File: src/rtl/face_fetch_pkg.sv
// Shared widths, limits and FSM state encoding for the face fetch block.
package face_fetch_pkg;
  localparam int VTX_W       = 24;
  localparam int IDX_W       = 20;
  localparam int CNT_W       = 21;
  localparam int COLOR_W     = 8;
  localparam int SRAM_RD_LAT = 1;

  // Largest face count that still fits a 20-bit face address space
  localparam logic [CNT_W-1:0] MAX_FACES = CNT_W'(1) << IDX_W;

  typedef enum logic [2:0] {
    IDLE,
    FACE,
    V1,
    V2,
    V3,
    CAP,
    OUT,
    DONE
  } state_t;
endpackage

File: src/rtl/face_fetch.sv
// Walks the face list, fetches the three vertices of each face from the vertex
// SRAM and presents the assembled triangle on a valid/ready interface.
module face_fetch
  import face_fetch_pkg::*;
(
  input  logic                 clk,
  input  logic                 srst_n,
  input  logic                 start,
  input  logic [CNT_W-1:0]     num_of_faces,
  output logic [IDX_W-1:0]     address_sram_get_face,
  input  logic [IDX_W-1:0]     face_v1,
  input  logic [IDX_W-1:0]     face_v2,
  input  logic [IDX_W-1:0]     face_v3,
  output logic [IDX_W-1:0]     address_sram_get_vertice_info,
  input  logic [VTX_W-1:0]     vertice_x,
  input  logic [VTX_W-1:0]     vertice_y,
  input  logic [VTX_W-1:0]     vertice_z,
  input  logic [COLOR_W-1:0]   Color_v,
  output logic                 tri_valid,
  input  logic                 tri_ready,
  output logic [9*VTX_W-1:0]   tri_pos,
  output logic [3*COLOR_W-1:0] tri_color,
  output logic                 busy,
  output logic                 finish
);

  state_t state, next_state;

  logic [CNT_W-1:0]   face_count;
  logic [CNT_W-1:0]   face_idx;
  logic [IDX_W-1:0]   v2_idx, v3_idx;
  logic [IDX_W-1:0]   face_addr_q, vert_addr_q;
  logic [3*VTX_W-1:0] pos1, pos2, pos3;
  logic [COLOR_W-1:0] col1, col2, col3;
  logic               last_face;

  assign last_face = (face_idx == face_count - CNT_W'(1));

  always_comb begin
    next_state = state;
    case (state)
      IDLE: if (start) next_state = (num_of_faces == '0) ? DONE : FACE;
      FACE: next_state = V1;
      V1:   next_state = V2;
      V2:   next_state = V3;
      V3:   next_state = CAP;
      CAP:  next_state = OUT;
      OUT:  if (tri_ready) next_state = last_face ? DONE : FACE;
      DONE: next_state = IDLE;
      default: next_state = IDLE;
    endcase
  end

  // Addresses are driven combinationally in their fetch state so the SRAM sees
  // them that same cycle; elsewhere they repeat the last value issued.
  always_comb begin
    address_sram_get_face         = face_addr_q;
    address_sram_get_vertice_info = vert_addr_q;
    case (state)
      FACE: address_sram_get_face = face_idx[IDX_W-1:0];
      V1:   address_sram_get_vertice_info = face_v1;
      V2:   address_sram_get_vertice_info = v2_idx;
      V3:   address_sram_get_vertice_info = v3_idx;
      default: ;
    endcase
  end

  assign tri_valid = (state == OUT);
  assign busy      = (state != IDLE);
  assign finish    = (state == DONE);
  assign tri_pos   = {pos1, pos2, pos3};
  assign tri_color = {col1, col2, col3};

  always_ff @(posedge clk) begin
    if (!srst_n) begin
      state       <= IDLE;
      face_count  <= '0;
      face_idx    <= '0;
      v2_idx      <= '0;
      v3_idx      <= '0;
      face_addr_q <= '0;
      vert_addr_q <= '0;
      pos1        <= '0;
      pos2        <= '0;
      pos3        <= '0;
      col1        <= '0;
      col2        <= '0;
      col3        <= '0;
    end else begin
      state <= next_state;
      case (state)
        IDLE: begin
          if (start) begin
            face_count <= (num_of_faces > MAX_FACES) ? MAX_FACES : num_of_faces;
            face_idx   <= '0;
          end
        end
        FACE: face_addr_q <= face_idx[IDX_W-1:0];
        V1: begin
          v2_idx      <= face_v2;
          v3_idx      <= face_v3;
          vert_addr_q <= face_v1;
        end
        // Vertex data returns one cycle after its address, so each capture
        // lands one state after the matching address was issued.
        V2: begin
          vert_addr_q <= v2_idx;
          pos1        <= {vertice_x, vertice_y, vertice_z};
          col1        <= Color_v;
        end
        V3: begin
          vert_addr_q <= v3_idx;
          pos2        <= {vertice_x, vertice_y, vertice_z};
          col2        <= Color_v;
        end
        CAP: begin
          pos3 <= {vertice_x, vertice_y, vertice_z};
          col3 <= Color_v;
        end
        OUT: if (tri_ready && !last_face) face_idx <= face_idx + CNT_W'(1);
        default: ;
      endcase
    end
  end

endmodule

File: config.mk
export PLATFORM = sky130hd
export DESIGN_NAME = face_fetch
export DESIGN_NICKNAME = d
export VERILOG_FILES = /design/src/rtl/face_fetch_pkg.sv /design/src/rtl/face_fetch.sv
export SDC_FILE = /design/constraint.sdc
export NUM_CORES = 1
export LEC_CHECK = 0
export CAP_MARGIN = 20
export CELL_PAD_IN_SITES_DETAIL_PLACEMENT = 0
export CELL_PAD_IN_SITES_GLOBAL_PLACEMENT = 2
export CORE_MARGIN = 3
export CORE_UTILIZATION = 28
export DETAILED_ROUTE_END_ITERATION = 16
export GPL_TIMING_DRIVEN = 0
export PLACE_DENSITY = 0.89
export SETUP_SLACK_MARGIN = 0.5
export SKIP_LAST_GASP = 1
export SLEW_MARGIN = 40
export SYNTH_ARGS = -nofsm -noshare
export SYNTH_HDL_FRONTEND = slang
export SYNTH_SLANG_ARGS = --single-unit
File: constraint.sdc
create_clock -name clk -period 5.7 [get_ports clk]
set_input_delay 1.14 -clock clk [delete_from_list [all_inputs] [get_ports clk]]
set_output_delay 1.14 -clock clk [all_outputs]
set_load 0.01 [all_outputs]
Yosys cells after proc, flatten, opt, wreduce, memory -nomap -nowiden --
Index checks and enable logic that the tools add are counted.
Operators by class: equality and inequality tests 11, muxes and demuxes 11, $lt $le $gt $ge 1, add/sub/neg operators 2, reduce and logical (&&, ||, !) cells 9
Operators by type and width (number):
- $mux W21 | 3
- $pmux W20 S3 | 1
- $pmux W21 S2 | 1
- $pmux W3 S8 | 1
- $add A21 B1 Y21 const B | 1
- $eq A21 B21 Y1 | 1
- $gt A21 B21 Y1 const B | 1
- $logic_not A21 Y1 | 1
- $sub A21 B1 Y21 const B | 1
- $mux W20 | 1
- $eq A3 B3 Y1 const B | 4
- $mux W3 | 4
- $eq A3 B2 Y1 const B | 2
- $ne A2 B1 Y1 const B | 2
- $reduce_and A2 Y1 | 2
- $eq A3 B1 Y1 const B | 1
- $logic_not A3 Y1 | 1
- $reduce_and A3 Y1 | 1
- $reduce_bool A3 Y1 | 1
- $ne A2 B2 Y1 const B | 1
- $reduce_bool A2 Y1 | 1
- $logic_and A1 B1 Y1 | 1
- $logic_not A1 Y1 | 1
Word-level totals: flip-flop bits (word level) 365

Longest topological paths before layout --
word-level depth 6, mapped depth 13

Worst setup path after synthesis --
Ideal clock, no wire load.
path kind reg2out, start point register state[0], end point output port address_sram_get_vertice_info[10], stages on the path, launching flop included 7, path buffers 3, data arrival time 1989 ps, slack 2571 ps, required time 4560 ps, cell sequence dfxtp_1 clkbuf_1 buf_1 buf_1 mux2i_1 nor2_1 a221o_1
Between the ends: word-level cells in the longest chain between the ends 2, elaborated cells between the ends (all ways) 4, those cells by class eq/ne: 3; mux: 1
Ends and longest elaborated chain:
- from (decl) | RTL line face_fetch.sv:27 | state_t state, next_state;
- from (signal assigned) | RTL line face_fetch.sv:90 | state <= next_state;
- $eq A3 B3 Y1 / $eq A3 B2 Y1 (equally long branches) | RTL line face_fetch.sv:59 | case (state)
- $pmux W20 S3 (*)
- to (decl) | RTL line face_fetch.sv:14 | output logic [IDX_W-1:0] address_sram_get_vertice_info,
Every way passes the cells marked *; elsewhere a longest branch is shown, timed or not.

Worst setup path after layout --
start point register state[0], end point output port address_sram_get_vertice_info[12]
Same word-level chain as after synthesis.

==> flow_metrics.env <==
export IMPL_clk_latency_ps=570
export IMPL_yosys_top_cells_count="nand2_1 (592), dfxtp_1 (365), a21oi_1 (295)"
export IMPL_synthXorXnorAreaFrac=0.0179
export IMPL_die_area_um2=53400
export IMPL_grt_max_degree=13
export IMPL_regArea_um2=7310
export IMPL_drv_cap=0
export IMPL_yosysMostFrequentCell="nand2_1"
export IMPL_synthToLayoutAreaGrowth_pct=47.1
export IMPL_core_area_um2=49500
export IMPL_period_needed_ps=4710
export IMPL_ys_async_sr_fraction=0
export IMPL_io_buffers=446
export IMPL_hold_path_class="reg2reg"
export IMPL_final_area_um2=20900
export IMPL_seq_power_share=0.413
export IMPL_grt_pass1_vias=13900
export IMPL_wl_per_cell_um=19.4
export IMPL_synth_largest_area_cell="dfxtp_1"
export IMPL_clock_sinks=365
export IMPL_synth_top_family_by_area="simple AND/OR/NAND/NOR gates"
export IMPL_max_clock_freq_ghz=0.212
export IMPL_htreeDepth=2
export IMPL_drt_vias_per_instance=4.73
export IMPL_finClkSkew_ps=20.3
export IMPL_start_util=0.287
export IMPL_setup_worst_path_class="reg2out"
export IMPL_slew_headroom=0.446
export IMPL_cts_clk_slew_worst_paths_ps=60
export IMPL_p_clk_frac=0.402
export IMPL_clockBufferDepth=3
export IMPL_drt_iter0_markers=749
export IMPL_ctsHoldBuffers=0
export IMPL_grt_usage=0.207
export IMPL_synth_compound_gate_area_share=0.155
export IMPL_gp_congestion=0.849
export IMPL_chipHeight_um=231
export IMPL_numCtsBuffers=43
export IMPL_internal_power_mw=4.82
export IMPL_nNetsFinal=2409
export IMPL_grt_first_pass_wirelength_um=84700
export IMPL_drtAntennaViolNets=0
export IMPL_crit_arrival_ps=3570
export IMPL_drt_wl_total_um=57100
export IMPL_yosys_warnings=0
export IMPL_die_x_um=231
export IMPL_final_cell_count_no_fill=2939
export IMPL_synth_seq_cells=365
export IMPL_fillCellCount=5082
export IMPL_fin_total_pwr_mw=6.72
export IMPL_num_vias=13900
export IMPL_final_layout_size_suffix_gt1_frac=0.0528
export IMPL_rsz0062_at_grt="false"
export IMPL_net_switching_power_mw=1.90
export IMPL_setup_viol=0
export IMPL_cts_root_buf="clkbuf_16"
export IMPL_synth_edf_count=0
export IMPL_syn_area_um2=14200
export IMPL_synthFlopType="dfxtp_1"
export IMPL_synthTopCellsByArea="dfxtp_1 (52%), nand2_1 (16%), a21oi_1 (10%), clkbuf_1 (3.2%), and2_1 (2.2%)"
export IMPL_synth_top_area_share=0.515
export IMPL_worst_slew_pin_slew_ps=831
export IMPL_drc=0
export IMPL_status="completed"
export IMPL_dpl_hpwl_um=43700
export IMPL_synthAdderAreaFrac=0.00177
export IMPL_setup_tns_ps=0
export IMPL_synthSimpleGateAreaFrac=0.238
export IMPL_antenna_found_initial=2
export IMPL_p_comb_frac=0.186
export IMPL_final_max_slew_violation_count=0
export IMPL_leakage_nw=7.13
export IMPL_cp_max_fo=10
export IMPL_multi_input_area_um2=6310
export IMPL_syn_avg_cell_area_um2=8.10
export IMPL_peakVddDrop_uv=205
export IMPL_synthMuxAreaShare=0.0314
export IMPL_gr_total_overflow=0
export IMPL_hold_violations=0
export IMPL_firstDrtPassIters=5
export IMPL_tritoncts="done"
export IMPL_p_per_area_nw_per_um2=322
export IMPL_whs_ps=453
export IMPL_synth_seq_area_share=0.515
export IMPL_synthesis_nets=1918
export IMPL_crit_path_end_kind="output pin"
export IMPL_ioPinCount=448
export IMPL_ctsResizeCount=0
export IMPL_synthCells=1751
export IMPL_startpoint_type="flop"
export IMPL_dp_cells=2861
export IMPL_fin_crit_sh=0.827
export IMPL_placed_area_um2=19500
export IMPL_required_ps=4560
export IMPL_synth_cell_types=62
export IMPL_switching_share=0.282
export IMPL_num_rows=81
export IMPL_post_cts_setup_buffers=0
[registers in the layout (all words and copies together), names as in the netlist, 20 cells and up]
| name | flops |
|---|---|
| v3_idx | 20 |
| face_idx | 21 |
| v2_idx | 20 |
| face_count | 21 |
| face_addr_q | 20 |
| vert_addr_q | 20 |
| pos3 | 72 |
| pos2 | 72 |
| pos1 | 72 |
[critical path, stage by stage (launching register included)]
cell	delay [ps]
dfxtp_1	300
clkbuf_1	280
buf_1	630
buf_1	640
mux2i_1	300
nor2_1	60
a221o_1	280
clkdlybuf4s50_1	520
[layout by cell type, fill, tap and decap left out, types with 15 or more instances in the layout]
| master | synthesis | routed |
|---|---|---|
| and2_1 | 49 | 49 |
| a22oi_1 | 21 | 21 |
| a221o_1 | 21 | 21 |
| clkbuf_1 | 120 | 125 |
| mux2i_1 | 22 | 22 |
| clkbuf_16 | 0 | 43 |
| dfxtp_1 | 365 | 365 |
| a21oi_1 | 295 | 295 |
| xnor2_1 | 16 | 16 |
| clkdlybuf4s50_1 | 0 | 446 |
| nand2_1 | 592 | 592 |
| mux2_2 | 20 | 20 |
| nand3_1 | 15 | 15 |
| nor2_1 | 55 | 54 |
[path summary, 6_finish.rpt]
kind                                                 start                                 to  slack [ps]  cells past startpoint
worst max-delay path                 state[0]$_SDFFE_PN0P_  address_sram_get_vertice_info[12]         990                      7
worst min-delay path                 pos1[56]$_SDFFE_PN0N_              pos1[56]$_SDFFE_PN0N_         450                      2
worst max register to register  face_count[2]$_SDFFE_PN0P_          face_idx[10]$_SDFFE_PN0P_        2120                     10
worst min register to register       pos1[56]$_SDFFE_PN0N_              pos1[56]$_SDFFE_PN0N_         450                      2
[power by group through the flow]
stage / clock (mW) / combinational [mW] / sequential [mW]
global route: 2.88 / 1.35 / 2.79
finish: 2.70 / 1.25 / 2.77
detailed placement: 0 / 1.25 / 2.83
global placement: 0 / 1.24 / 2.82
floorplan: 0 / 0.600 / 2.85
CTS: 2.78 / 1.26 / 2.77
[kinds of logic after synthesis]
kind of cell,after synthesis
and+or+nand+nor,789
AOI/OAI and AO/OA,382
DFF,365
buffers and inverters,142
muxes,42
xor gates and xnor gates,29
adders and majority gates,2
[final cells by class]
type / instances / area share
diodes: 3 / 0.000360
plain buffers: 131 / 0.0256
clock buffers: 60 / 0.0580
clock inverters: 15 / 0.00738
inverters: 11 / 0.00198
multi-input cells: 1244 / 0.302
flip-flops and latches: 365 / 0.350
well taps: 664 / 0.0398
repair buffers: 446 / 0.214
[routing by layer]
layer  track usage  vias to the layer above  routed length (um)
met5             0                        -                   0
met4        0.0767                        0                1850
met3        0.0608                       94                4110
met2         0.354                      372               27600
met1         0.247                     6612               23500
li1              -                     6831                   -
[stage by stage]
stage	util	setup slack [ps]
floorplan	-	2570
global placement	0.394	1310
detailed placement	0.394	1590
CTS	0.421	962
global route	0.422	778
finish	0.422	988
Power figures use the tool's default switching activity.
==> RTL edit (config.mk and constraints unchanged) <==
Change the package constant `COLOR_W` from 8 to 6.
--- a/src/rtl/face_fetch_pkg.sv
+++ b/src/rtl/face_fetch_pkg.sv
@@ -4,5 +4,5 @@
   localparam int IDX_W       = 20;
   localparam int CNT_W       = 21;
-  localparam int COLOR_W     = 8;
+  localparam int COLOR_W     = 6;
   localparam int SRAM_RD_LAT = 1;
 
Ports: changed (resized Color_v and tri_color); port bits go from 448 to 440. No check against the original RTL was run, so the function may have changed too.
==> RTL edit against the original RTL <==
- sequential cell count shrank 6
- register-to-register slack gained 0.34 ns
- routed wire length is 0.44% lower
- power rose by 0.29%
- cell area is 1.4% higher
- area after synthesis increased by 3.4%
- setup slack improved by 0.15 ns
- critical endpoint unchanged
==> RTL edit: results (changes against the original RTL) <==
sequential area share after synthesis 0.491 (-0.0249); global-route wire length before repair 85.0 mm (+0.39%); detailed placement HPWL 43.5 mm (-0.35%); RR Endpoint face_idx[9]; P_sw 1.97 mW (+4.1%); Avg WL per Cell 19.5 um (+0.66%); FF-to-FF Start face_count[0]; nets 2366 (-1.8%); Critical Path AT 3.42 ns (-0.15 ns); VDD IR-drop max 0.218 mV (+6.7%); hold_sp pos2[63]; DR vias 13700 (-1.6%); layout overhead on the synthesized area 44.4%; reg2reg path depth 11 (+1); antenna violations before repair 3 (+1); Slew Limit Fails 0 (unchanged); DRC marker count from the first detailed-route iteration 764 (+2.0%); Leak 7.12 nW (about the same); top cells by area, synth dfxtp_1 49%, nand2_1 14%, a21boi_0 14%, clkbuf_1 2.9%, and2_1 1.8%; DP Worst Slack 1.75 ns (+0.159 ns); Placed Cells 2837 (-0.84%); clock latency on the worst-skew pair 0.55 ns (-0.02 ns); dpl cell area 19900 sq um (+2.1%); status completed; CTS Buf Count 42 (-2.3%); Yosys top cell area share 0.491 (-0.0249); Placer Congestion 0.860 (+1.3%); Unique masters post-synth 58 (-6.5%); Fill cells 5212 (+2.6%); Min Hold Slack 0.458 ns (+0.00563 ns); share of layout cells above drive strength 1 0.0454 (-0.00742); number of port buffers 438 (-1.8%); largest fanout on the critical path 10 (unchanged); vias in the first global route 13400 (-3.5%); Worst Hold End pos2[63]; syn nets 1884 (-1.8%); Worst-Margin Slew 0.799 ns (-0.0316 ns); Clock Skews 0.0106 ns (-0.00965 ns); Avg Inst Size Synth 8.52 sq um (+5.3%); Total GRT Usage 0.198 (-0.00937); R2R setup slack 2.46 ns (+0.34 ns); synth cell count leaders 564 x nand2_1, 359 x dfxtp_1, 276 x a21boi_0, 112 x clkbuf_1, 43 x and2_1; final WL 56.8 mm (-0.44%)
## RTL edit: power groups by stage
stage / logic [mW] / clock network (mW) / registers (mW)
final: 1.43 / 2.52 / 2.78
after global routing: 1.57 / 2.69 / 2.80
after detailed placement: 1.44 / 0 / 2.83
after CTS: 1.45 / 2.60 / 2.78
after global placement: 1.43 / 0 / 2.83
after floorplan: 0.677 / 0 / 2.86
## RTL edit: cell families (layout without fill, tap and decap cells)
logic type               Yosys count  count (layout)  synth area share
adder cells (fa/ha/maj)            2               2           0.00171
XOR/XNOR                          28              28            0.0167
multiplexers                      42              42            0.0304
AND/OR/NAND/NOR                  772             772             0.232
buffers and inverters            135             641            0.0359
AO/OA/AOI/OAI                    381             381             0.193
flip-flops                       359             359             0.491
other                              0               2                 0
## RTL edit: critical path, cell delays in order (launching register included)
cell             delay (ns)
dfxtp_1                0.40
buf_1                  0.49
buf_1                  0.67
mux2i_1                0.41
nor2_1                 0.07
a221o_1                0.30
clkdlybuf4s50_1        0.53
## RTL edit: layer usage
layer | up-vias | global-route usage | share of wire
li1 | 6731 | - | -
met1 | 6501 | 0.257 | 0.44
met2 | 375 | 0.327 | 0.47
met3 | 80 | 0.0468 | 0.061
met4 | 0 | 0.0584 | 0.025
met5 | - | 0 | 0
## RTL edit: cell type report
class / count / area share
timing repair buffer: 438 / 0.207
clock inverter: 8 / 0.00225
multi-input combinational: 1225 / 0.328
antenna: 2 / 0.000237
tap: 680 / 0.0402
inverter: 8 / 0.00142
sequential: 359 / 0.340
buffer: 127 / 0.0237
clock buffer: 60 / 0.0567
## RTL edit: worst max-delay path by stage
stage               startpoint                                 to  slack (ns)  depth (start not counted)
floorplan             state[0]  address_sram_get_vertice_info[11]        2.78                          5
global placement      state[2]  address_sram_get_vertice_info[10]        1.57                          6
detailed placement    state[0]  address_sram_get_vertice_info[12]        1.75                          6
CTS                   state[0]  address_sram_get_vertice_info[12]        1.14                          6
global route          state[0]  address_sram_get_vertice_info[12]        1.00                          6
finish                state[0]  address_sram_get_vertice_info[12]        1.14                          6
